<file path="src/rtl/wb_port_arbiter.sv">
// Register-file write-port arbiter: pipeline WB stage versus a 2-entry
// multi-cycle result FIFO, with starvation control and pending-rd mask.
module wb_port_arbiter #(
    parameter int STARVE_LIMIT = 4,
    parameter int FIFO_DEPTH   = 2
) (
    input  logic        clk,
    input  logic        rst,
    input  logic        wb_reg_write,
    input  logic        wb_mem_to_reg,
    input  logic [15:0] wb_alu_result,
    input  logic [15:0] wb_mem_data,
    input  logic [3:0]  wb_rd,
    input  logic        mc_valid,
    input  logic [3:0]  mc_rd,
    input  logic [15:0] mc_data,
    output logic        mc_ready,
    output logic        rf_we,
    output logic [3:0]  rf_waddr,
    output logic [15:0] rf_wdata,
    output logic        pipe_stall,
    output logic [15:0] pend_mask
);

    localparam logic [2:0] LIMIT = 3'(STARVE_LIMIT);
    localparam logic [1:0] FULL  = 2'(FIFO_DEPTH);

    logic [1:0][3:0]  f_rd;
    logic [1:0][15:0] f_data;
    logic             wr_ptr;
    logic             rd_ptr;
    logic [1:0]       count;
    logic [2:0]       starve_cnt;

    logic        nonempty;
    logic        fifo_grant;
    logic        pipe_grant;
    logic        push;
    logic        keep;
    logic [3:0]  head_rd;
    logic [15:0] pend_next;

    assign mc_ready   = count < FULL;
    assign nonempty   = count != 2'd0;
    assign fifo_grant = nonempty && (starve_cnt == LIMIT || !wb_reg_write);
    assign pipe_grant = wb_reg_write && !fifo_grant;
    assign pipe_stall = wb_reg_write && fifo_grant;
    assign push       = mc_valid && mc_ready;
    assign head_rd    = f_rd[rd_ptr];
    // The other slot only holds a live entry when the FIFO is full.
    assign keep       = (count == FULL) && (f_rd[~rd_ptr] == head_rd);

    always_comb begin
        pend_next = pend_mask;
        if (fifo_grant && !keep)
            pend_next[head_rd] = 1'b0;
        if (push)
            pend_next[mc_rd] = 1'b1;
    end

    always_ff @(posedge clk or posedge rst) begin
        if (rst) begin
            rf_we      <= 1'b0;
            rf_waddr   <= 4'd0;
            rf_wdata   <= 16'd0;
            f_rd       <= '0;
            f_data     <= '0;
            wr_ptr     <= 1'b0;
            rd_ptr     <= 1'b0;
            count      <= 2'd0;
            starve_cnt <= 3'd0;
            pend_mask  <= 16'd0;
        end else begin
            rf_we <= fifo_grant || pipe_grant;
            if (fifo_grant) begin
                rf_waddr <= head_rd;
                rf_wdata <= f_data[rd_ptr];
            end else if (pipe_grant) begin
                rf_waddr <= wb_rd;
                rf_wdata <= wb_mem_to_reg ? wb_mem_data : wb_alu_result;
            end
            if (push) begin
                f_rd[wr_ptr]   <= mc_rd;
                f_data[wr_ptr] <= mc_data;
                wr_ptr         <= ~wr_ptr;
            end
            if (fifo_grant)
                rd_ptr <= ~rd_ptr;
            count <= count + {1'b0, push} - {1'b0, fifo_grant};
            if (fifo_grant || !nonempty)
                starve_cnt <= 3'd0;
            else if (pipe_grant && starve_cnt != LIMIT)
                starve_cnt <= starve_cnt + 3'd1;
            pend_mask <= pend_next;
        end
    end

endmodule

</file>
<file path="config.mk">
export PLATFORM = sky130hd
export DESIGN_NAME = wb_port_arbiter
export DESIGN_NICKNAME = d
export VERILOG_FILES = /design/src/rtl/wb_port_arbiter.sv
export SDC_FILE = /design/constraint.sdc
export NUM_CORES = 1
export LEC_CHECK = 0
export CELL_PAD_IN_SITES_DETAIL_PLACEMENT = 1
export CELL_PAD_IN_SITES_GLOBAL_PLACEMENT = 1
export CORE_MARGIN = 1.5
export CORE_UTILIZATION = 38
export CTS_BUF_LIST = sky130_fd_sc_hd__clkbuf_8 sky130_fd_sc_hd__clkbuf_16
export DETAILED_ROUTE_END_ITERATION = 6
export PLACE_DENSITY = 0.87
export SYNTH_ARGS = -nofsm -noshare
export SYNTH_HDL_FRONTEND = slang
export SYNTH_SLANG_ARGS = --single-unit
export TNS_END_PERCENT = 50
</file>
<file path="constraint.sdc">
create_clock -name clk -period 3.2 [get_ports clk]
set_input_delay 0.64 -clock clk [delete_from_list [all_inputs] [get_ports clk]]
set_output_delay 0.64 -clock clk [all_outputs]
set_load 0.05 [all_outputs]
</file>
==> summary.txt, run 1 <==
Global routing
  – Initial antenna violation count: 0
  – Grt met1 use: 0.263
  – Congestion Overflow GR: 0
  – Met2 Use GR: 0.364
  – First-pass GRT wire length: approximately 19000 um
  – Vias in the first global route: 3710
  – GR Util met3: 0.0527
  – GRT Total Usage: 0.214
  – Grt peak-use layer: met2
  – Largest net degree at the start of global routing: 46

Setup path
  – Top cell family by delay on the critical path: buffers and inverters
  – CP Class: flip-flop to output port
  – WP data arrival: 1.95 ns
  – Max Fanout on Critical Path: 12
  – Crit-path cells: inv_1, clkdlybuf4s50_1
  – Crit path largest cell delay: ~0.83 ns
  – Crit. End Element: output port
  – WP buf/inv: 2
  – Startpoint Class: flip-flop
  – Slowest cell on crit path: clkdlybuf4s50_1
  – Worst EP required: 2.56 ns

Clocking
  – Hold Buf Count CTS: 0
  – H-tree depth: 3
  – CTS tree: done
  – Clock Latency Late Sink: 0.36 ns
  – CTS buffer count: 9
  – Longest Clk Path Bufs: 2
  – Root Buffer: clkbuf_8
  – CTS Sinks: 84
  – Post-cts sizing count: 0
  – Setup Fix Bufs, Post-CTS: 0
  – Clock-pin slew on the worst setup and hold paths: 0.08 ns

Synth
  – Synth Area in Compound Gates: 0.139
  – Number of flops mapped to enable cells by yosys: 0
  – Sequential area share after synthesis: 0.505
  – Largest cells by area after synthesis: dfrtp_1, mux2_2, a211oi_1
  – Synth Flop Type: dfrtp_1
  – Share of the synthesized area in the top cell type: 0.505
  – Asr flop ratio synth: 1.00
  – Syn Area/Cell: about 11 sq um
  – Unique masters post-synth: 37
  – Post-Syn Nets: approximately 450
  – Post-synthesis simple-gate area fraction: 0.167
  – Yosys reg bits: 84
  – Yosys warnings: 0
  – Adder-Cell Fraction of Synth Area: 0.0120
  – Yosys top cell by area: dfrtp_1
  – Xor and xnor area share after synthesis: 0.0168
  – Cell count after synthesis: 387
  – Largest family of logic cells by synthesized area: simple AND/OR/NAND/NOR gates
  – Mux cell area share after synthesis: 0.115
  – Area of the mapped netlist: 4160 sq um

STA
  – Endpoints failing hold: 0
  – Fin crit share: 0.809
  – Final setup viols: 0
  – Worst-Margin Slew: 0.994 ns
  – Final Max Tran Viols: 0
  – RSZ-0062 raised after global routing: no
  – Max-slew headroom: 0.337
  – Clk_skew: between 0.01 and 0.015 ns
  – Max Clock Freq: about 390 MHz
  – Time the worst path needs with I/O delays and setup: 2.59 ns
  – Setup TNS: 0 ns

Run status
  – Outcome: finished, final reports clean

Pwr
  – Leak: between 2 and 2.5 nW
  – Sequential Power Share: 0.357
  – Gate power share: 0.519
  – Switching Share: 0.456
  – Clock Power Share: 0.124
  – Switch Pwr: 0.00261 W
  – PwrDens: 1050 nW/um^2
  – Worst VDD drop: 0.000450 V
  – Cell Int Power: 0.00311 W

Detailed routing
  – Drt wl/cell: 19.0 um
  – Routed WL: 11900 um
  – DRC Markers: 0
  – DR vias/cell: 5.41
  – Via count: about 3400
  – TritonRoute pass-1 iters: 4
  – Antenna-violating nets left: 0
  – DR iter-0 viols: 150

Cells and area
  – Commonest non-fill, non-tap cells in the layout: clkdlybuf4s50_1, dfrtp_1, mux2_2, nor2_1
  – Layout cells sized above 1: 0.147
  – Ant diodes: 0
  – Final non-filler cell total: 624
  – Layout area overhead: 31.3%
  – Commonest non-fill, non-tap cell in the layout: clkdlybuf4s50_1
  – Nets: 544
  – Final core occ: 0.509

Die
  – Die width: 108 um
  – Die H: 108 um
  – Die ar.: between 10000 and 15000 sq um
  – IO Count: 100
  – Rows: 38
  – Starting Density: 0.388
  – Core region area: roughly 11000 sq um

Run
  – Max Cap Viol: 0

Hold path
  – Hold WC Path Type: flip-flop to flip-flop

Place
  – Placed cells: 608
  – DP HPWL: 8600 um
  – Port Buffers: 99
  – GPL Wtd Cong: 0.839
per-layer routing:
metal	wire length (um)	part of all wire	vias to the layer above
met5	0	0	-
met4	230	0.019	0
met3	581	0.049	20
met2	5910	0.50	89
met1	5160	0.43	1688
li1	-	-	1576
through the flow:
| step | hold slack, ns | setup slack [ns] | area (sq um) | total power [W] |
|---|---|---|---|---|
| after global routing | 0.497 | 0.567 | 5470 | 0.00605 |
| after CTS | 0.480 | 0.622 | 5470 | 0.00575 |
| after detailed placement | 0.467 | 0.734 | 5290 | 0.00503 |
| final | 0.478 | 0.611 | 5470 | 0.00573 |
| after global placement | 0.458 | 0.773 | 5290 | 0.00487 |
| after floorplan | 0.440 | 0.395 | 4160 | 0.00403 |
power by group through the flow:
stage | Combinational [W] | Sequential [W] | Clock [W]
final | 0.00297 | 0.00205 | 0.000709
after global routing | 0.00316 | 0.00212 | 0.000760
after CTS | 0.00299 | 0.00204 | 0.000725
after detailed placement | 0.00297 | 0.00206 | 0
after global placement | 0.00286 | 0.00201 | 0
after floorplan | 0.00134 | 0.00269 | 0
final timing paths:
| kind | startpoint | endpoint | slack (ns) | cells after the start |
|---|---|---|---|---|
| setup / recovery | count[1] | mc_ready | 0.61 | 2 |
| hold / removal | starve_cnt[0] | starve_cnt[0] | 0.48 | 1 |
| setup reg to reg | rd_ptr | pend_mask[4] | 0.94 | 4 |
| hold reg to reg | starve_cnt[0] | starve_cnt[0] | 0.48 | 1 |
| max in group asynchronous | rst | rf_waddr[2] | 1.81 | 3 |
| min in group asynchronous | rst | pend_mask[11] | 0.70 | 2 |
cell usage after synthesis (7+ instances only):
cell and n:
dfrtp_1 84, mux2_2 40, nor2_1 37, a211oi_1 32, nor2b_1 32, nand2_1 19, nor3_1 19, a21oi_1 16
o31ai_1 16, buf_2 12, clkbuf_1 10, inv_1 9, nor4_1 7, xnor2_1 7
registers in the layout (all words and copies together), names as in the netlist:
register and flops:
wr_ptr 1, f_rd 8, rf_wdata 16, rf_waddr 4
pend_mask 16, starve_cnt 3, count 2, rd_ptr 1
f_data 32, rf_we 1
area by class of cell:
class | count | area, sq um
fill | 1190 | 5280
sequential | 84 | 2100
multi-input combinational | 267 | 1890
timing repair buffer | 107 | 1090
tap | 140 | 175
clock buffer | 11 | 151
inverter | 10 | 38.8
clock inverter | 5 | 28.8
worst register-to-register path, cell delays in order (launching register included):
cell and delay, ns:
dfrtp_1 1.01, nor3b_1 0.44, o221ai_1 0.34, nor3_1 0.27, a21oi_1 0.09
cells by family (layout without fill, tap and decap cells):
logic type	count (synthesis)	in the layout
buffers and inverters	36	133
adder cells (fa/ha/maj)	4	4
multiplexers	43	43
XOR/XNOR	8	8
flip-flops	84	84
AND/OR/NAND/NOR	132	132
AO/OA/AOI/OAI	80	80
(Power assumes the default switching activity.)
==> inputs of run 2 (changes only) <==
Clock period 3.2 ns to 2.6 ns, I/O delays scaled along.
==> summary.txt, run 2 (synthesis results as in run 1) <==
Die
  – Starting Density: 0.388
  – IO Count: 100
  – Die width: approximately 110 um
  – Die ar.: 11600 sq um
  – Core region area: 10700 sq um
  – Rows: 38
  – Die H: 108 um

Setup path
  – WP data arrival: 1.74 ns
  – Max Fanout on Critical Path: 6
  – Startpoint Class: primary input
  – CP Class: primary input to output port
  – Crit. End Element: output port
  – Worst EP required: ~2.1 ns

Global routing
  – Largest net degree at the start of global routing: 46
  – GRT Total Usage: 0.213
  – Congestion Overflow GR: 0
  – First-pass GRT wire length: around 19000 um
  – Initial antenna violation count: 0
  – Vias in the first global route: 3673

Cells and area
  – Largest regs: f_data: 32 flops, pend_mask: 16 flops, rf_wdata: 16 flops
  – Largest Register: f_data
  – Final Instance Area: 5500 sq um
  – Max reg flops: 32
  – Commonest non-fill, non-tap cells in the layout: clkdlybuf4s50_1, dfrtp_1, mux2_2, nor2_1
  – Ant diodes: 0
  – Layout cells sized above 1: 0.152
  – Final non-filler cell total: 626
  – Layout area overhead: 32.0%
  – Nets: 546
  – Commonest non-fill, non-tap cell in the layout: clkdlybuf4s50_1

Run status
  – Outcome: finished, final reports clean

STA
  – Max Clock Freq: 442 MHz
  – Fin crit share: 0.871
  – Final setup viols: 0
  – Clk_skew: 0.0107 ns
  – Worst-Margin Slew: 0.686 ns
  – Endpoints failing hold: 0
  – Max-slew headroom: 0.543
  – Setup TNS: 0 ns
  – Time the worst path needs with I/O delays and setup: 2.26 ns
  – RSZ-0062 raised after global routing: no
  – Final Max Tran Viols: 0

Pwr
  – Leak: 2.15 nW
  – PwrDens: about 1300 nW/um^2
  – Worst VDD drop: 0.000637 V
  – Gate power share: 0.519
  – Clock Power Share: 0.134
  – Switching Share: 0.452
  – Cell Int Power: 0.00391 W
  – Switch Pwr: 0.00323 W
  – Sequential Power Share: 0.348

Clocking
  – Root Buffer: clkbuf_8
  – CTS tree: done
  – CTS buffer count: 9
  – H-tree depth: 3
  – Clock-pin slew on the worst setup and hold paths: ~0.08 ns
  – Setup Fix Bufs, Post-CTS: 0
  – CTS Sinks: 84
  – Longest Clk Path Bufs: 2
  – Post-cts sizing count: 0
  – Hold Buf Count CTS: 0
  – Clock Latency Late Sink: 0.36 ns

Place
  – Port Buffers: 99
  – GPL Wtd Cong: 0.810
  – Area after DPL: 5290 sq um
  – DP HPWL: around 8600 um
  – Placed cells: 610

Detailed routing
  – Via count: 3330
  – DRC Markers: 0
  – TritonRoute pass-1 iters: 4
  – DR iter-0 viols: ~150
  – Antenna-violating nets left: 0
  – DR vias/cell: 5.32
  – Routed WL: about 12000 um
  – Drt wl/cell: between 15 and 20 um

Hold path
  – Hold WC Path Type: flip-flop to flip-flop

Run
  – Max Cap Viol: 0
[run 2: changes by cell type in the layout (fill, tap and decap cells not counted), sizes merged]
cell      change
clkinv        -1
clkbuf        -1
bufinv        +1
clkinvlp      +1
buf           +2
[run 2: layout make-up]
| class | count | area [sq um] |
|---|---|---|
| clock buffer | 10 | 138 |
| fill | 1183 | 5250 |
| tap | 140 | 175 |
| sequential | 84 | 2100 |
| inverter | 10 | 41.3 |
| timing repair buffer | 109 | 1090 |
| clock inverter | 6 | 63.8 |
| multi-input combinational | 267 | 1890 |
[run 2: stage by stage]
| step | worst slack [ns] | hold WS [ns] | total power (W) | utilization |
|---|---|---|---|---|
| 6_report | 0.336 | 0.489 | 0.00714 | 0.511 |
| 5_1_grt | 0.268 | 0.527 | 0.00754 | 0.511 |
| 4_1_cts | 0.321 | 0.490 | 0.00720 | 0.511 |
| 3_5_place_dp | 0.227 | 0.471 | 0.00621 | 0.493 |
| 3_3_place_gp | 0.310 | 0.461 | 0.00599 | 0.493 |
| 2_1_floorplan | 0.246 | 0.440 | 0.00496 | - |
[run 2: worst max-delay path, stage by stage]
cell and delay, ns:
clkdlybuf4s50_1 0.45, a21bo_2 0.29, o21ai_2 0.10, nor2_1 0.21, buf_12 0.17
[run 2: worst paths after layout]
path | startpoint | slack (ns) | to | cells after the start
max | wb_reg_write | 0.34 | pipe_stall | 5
min | rf_wdata[4] | 0.49 | rf_wdata[4] | 2
max reg2reg | starve_cnt[0] | 0.59 | count[1] | 10
min reg2reg | rf_wdata[4] | 0.49 | rf_wdata[4] | 2
max in group asynchronous | rst | 1.41 | f_data[22] | 3
min in group asynchronous | rst | 0.57 | pend_mask[2] | 2
[run 2: routing by layer]
metal / vias up / wire (um) / global-route usage
li1: 1581 / - / -
met1: 1675 / 5230 / 0.269
met2: 63 / 5960 / 0.372
met3: 11 / 497 / 0.0418
met4: 0 / 134 / 0.0583
met5: - / 0 / 0
[run 2: power by group through the flow]
stage,Sequential [W],Clock [W],Combinational [W]
floorplan,0.00331,0,0.00165
global placement,0.00242,0,0.00356
detailed placement,0.00251,0,0.00371
CTS,0.00248,0.000982,0.00374
global route,0.00258,0.00102,0.00394
finish,0.00248,0.000954,0.00370
==> inputs of run 3 (changes only) <==
Settings changed: CAP_MARGIN set to 5, REMOVE_ABC_BUFFERS set to 1.
==> summary.txt, run 3 (synthesis results as in run 1) <==
Setup path
  – Crit. End Element: output port
  – Crit-path cells: clkdlybuf4s50_1, a21bo_2, o21ai_2, nor2_1, buf_12
  – Startpoint Class: primary input
  – WP data arrival: between 1.5 and 2 ns
  – Top cell family by delay on the critical path: buffers and inverters
  – Slowest cell on crit path: clkdlybuf4s50_1
  – CP Class: primary input to output port
  – Worst EP required: ~2.1 ns
  – WP buf/inv: 2
  – Crit path largest cell delay: between 0.4 and 0.5 ns
  – Max Fanout on Critical Path: 6

Clocking
  – Root Buffer: clkbuf_8
  – Clock Latency Late Sink: 0.36 ns
  – H-tree depth: 3
  – Clock-pin slew on the worst setup and hold paths: 0.09 ns
  – Longest Clk Path Bufs: 2
  – CTS buffer count: 9
  – Setup Fix Bufs, Post-CTS: 0
  – Post-cts sizing count: 0
  – Hold Buf Count CTS: 0
  – CTS tree: done
  – CTS Sinks: 84

Run
  – Max Cap Viol: 0

Cells and area
  – Commonest non-fill, non-tap cells in the layout: clkdlybuf4s50_1, dfrtp_1, mux2_2, nor2_1
  – Ant diodes: 0
  – Layout cells sized above 1: 0.156
  – Max reg flops: 32
  – Largest regs: f_data: 32 flops, pend_mask: 16 flops, rf_wdata: 16 flops
  – Final core occ: 0.512
  – Largest Register: f_data
  – Layout area overhead: 32.2%
  – Nets: 547
  – Commonest non-fill, non-tap cell in the layout: clkdlybuf4s50_1

Place
  – DP HPWL: 8250 um
  – Port Buffers: 99
  – GPL Wtd Cong: 0.808
  – Dpl ws: 0.195 ns

Global routing
  – Vias in the first global route: 3706
  – Largest net degree at the start of global routing: 85
  – Congestion Overflow GR: 0
  – First-pass GRT wire length: 18500 um
  – Initial antenna violation count: 0
  – GRT Total Usage: 0.207

Die
  – Die ar.: 11600 sq um
  – Die width: about 110 um
  – Starting Density: 0.388
  – Rows: 38
  – IO Count: 100
  – Die H: 108 um
  – Core region area: 10700 sq um

Detailed routing
  – Antenna-violating nets left: 0
  – DR vias/cell: 5.35
  – Drt wl/cell: 18.2 um
  – DRC Markers: 0
  – DR iter-0 viols: ~160
  – Via count: 3357
  – TritonRoute pass-1 iters: 5
  – Routed WL: 11400 um

STA
  – Max-slew headroom: 0.631
  – Post-route worst setup slack: around 0.33 ns
  – Final Max Tran Viols: 0
  – Fin crit share: 0.874
  – Clk_skew: 0.0117 ns
  – Final setup viols: 0
  – RSZ-0062 raised after global routing: no
  – Max Clock Freq: 440 MHz
  – Endpoints failing hold: 0
  – Time the worst path needs with I/O delays and setup: 2.27 ns
  – Worst-Margin Slew: 0.552 ns

Pwr
  – Leak: 2.16 nW
  – Worst VDD drop: 0.000540 V
  – PwrDens: roughly 1300 nW/um^2

Hold path
  – Hold WC Path Type: flip-flop to flip-flop

Run status
  – Outcome: finished, final reports clean
==> run 3: metrics by stage <==
step / hold slack (ns) / instances / power, W / cell area [sq um] / setup TNS, ns
2_1_floorplan: 0.440 / 361 / 0.00485 / 4020 / -15.25
3_3_place_gp: 0.460 / 611 / 0.00602 / 5310 / 0
3_5_place_dp: 0.469 / 611 / 0.00620 / 5310 / 0
4_1_cts: 0.489 / 627 / 0.00714 / 5510 / 0
5_1_grt: 0.513 / 627 / 0.00749 / 5510 / 0
6_report: 0.483 / 627 / 0.00709 / 5510 / 0
==> run 3: cell type report <==
type / instances / area, sq um
fillers: 1190 / 5240
flip-flops and latches: 84 / 2100
multi-input cells: 267 / 1890
repair buffers: 110 / 1110
well taps: 140 / 175
clock buffers: 11 / 151
clock inverters: 5 / 42.5
inverters: 10 / 38.8
==> run 3: routing by layer <==
layer  global-route usage  wire length [um]
met2                0.374              6120
met5                    0                 0
met1                0.242              4720
met4               0.0799               233
met3               0.0351               371
==> run 3: worst register-to-register path, cell delays in order (launching register included) <==
cell     delay (ns)
dfrtp_1        0.39
inv_1          0.06
ha_1           0.21
a21bo_2        0.26
o21ai_2        0.11
inv_2          0.06
ha_1           0.27
inv_1          0.04
ha_1           0.18
xnor2_1        0.17
xnor2_1        0.14
==> run 3: report_power, final <==
group	internal [W]	switching, W
combinational	0.00150	0.00219
sequential	0.00196	0.000522
clock	0.000410	0.000502
total	0.00387	0.00322
==> run 3: path summary, 6_finish.rpt <==
| check | start | to | slack (ns) | depth (start not counted) |
|---|---|---|---|---|
| max reg2reg | starve_cnt[0] | count[1] | 0.63 | 10 |
| min | rf_wdata[9] | rf_wdata[9] | 0.48 | 2 |
| max in group asynchronous | rst | pend_mask[14] | 1.67 | 3 |
| min reg2reg | rf_wdata[9] | rf_wdata[9] | 0.48 | 2 |
| min in group asynchronous | rst | f_rd[2] | 0.56 | 3 |
| max | wb_reg_write | pipe_stall | 0.33 | 5 |
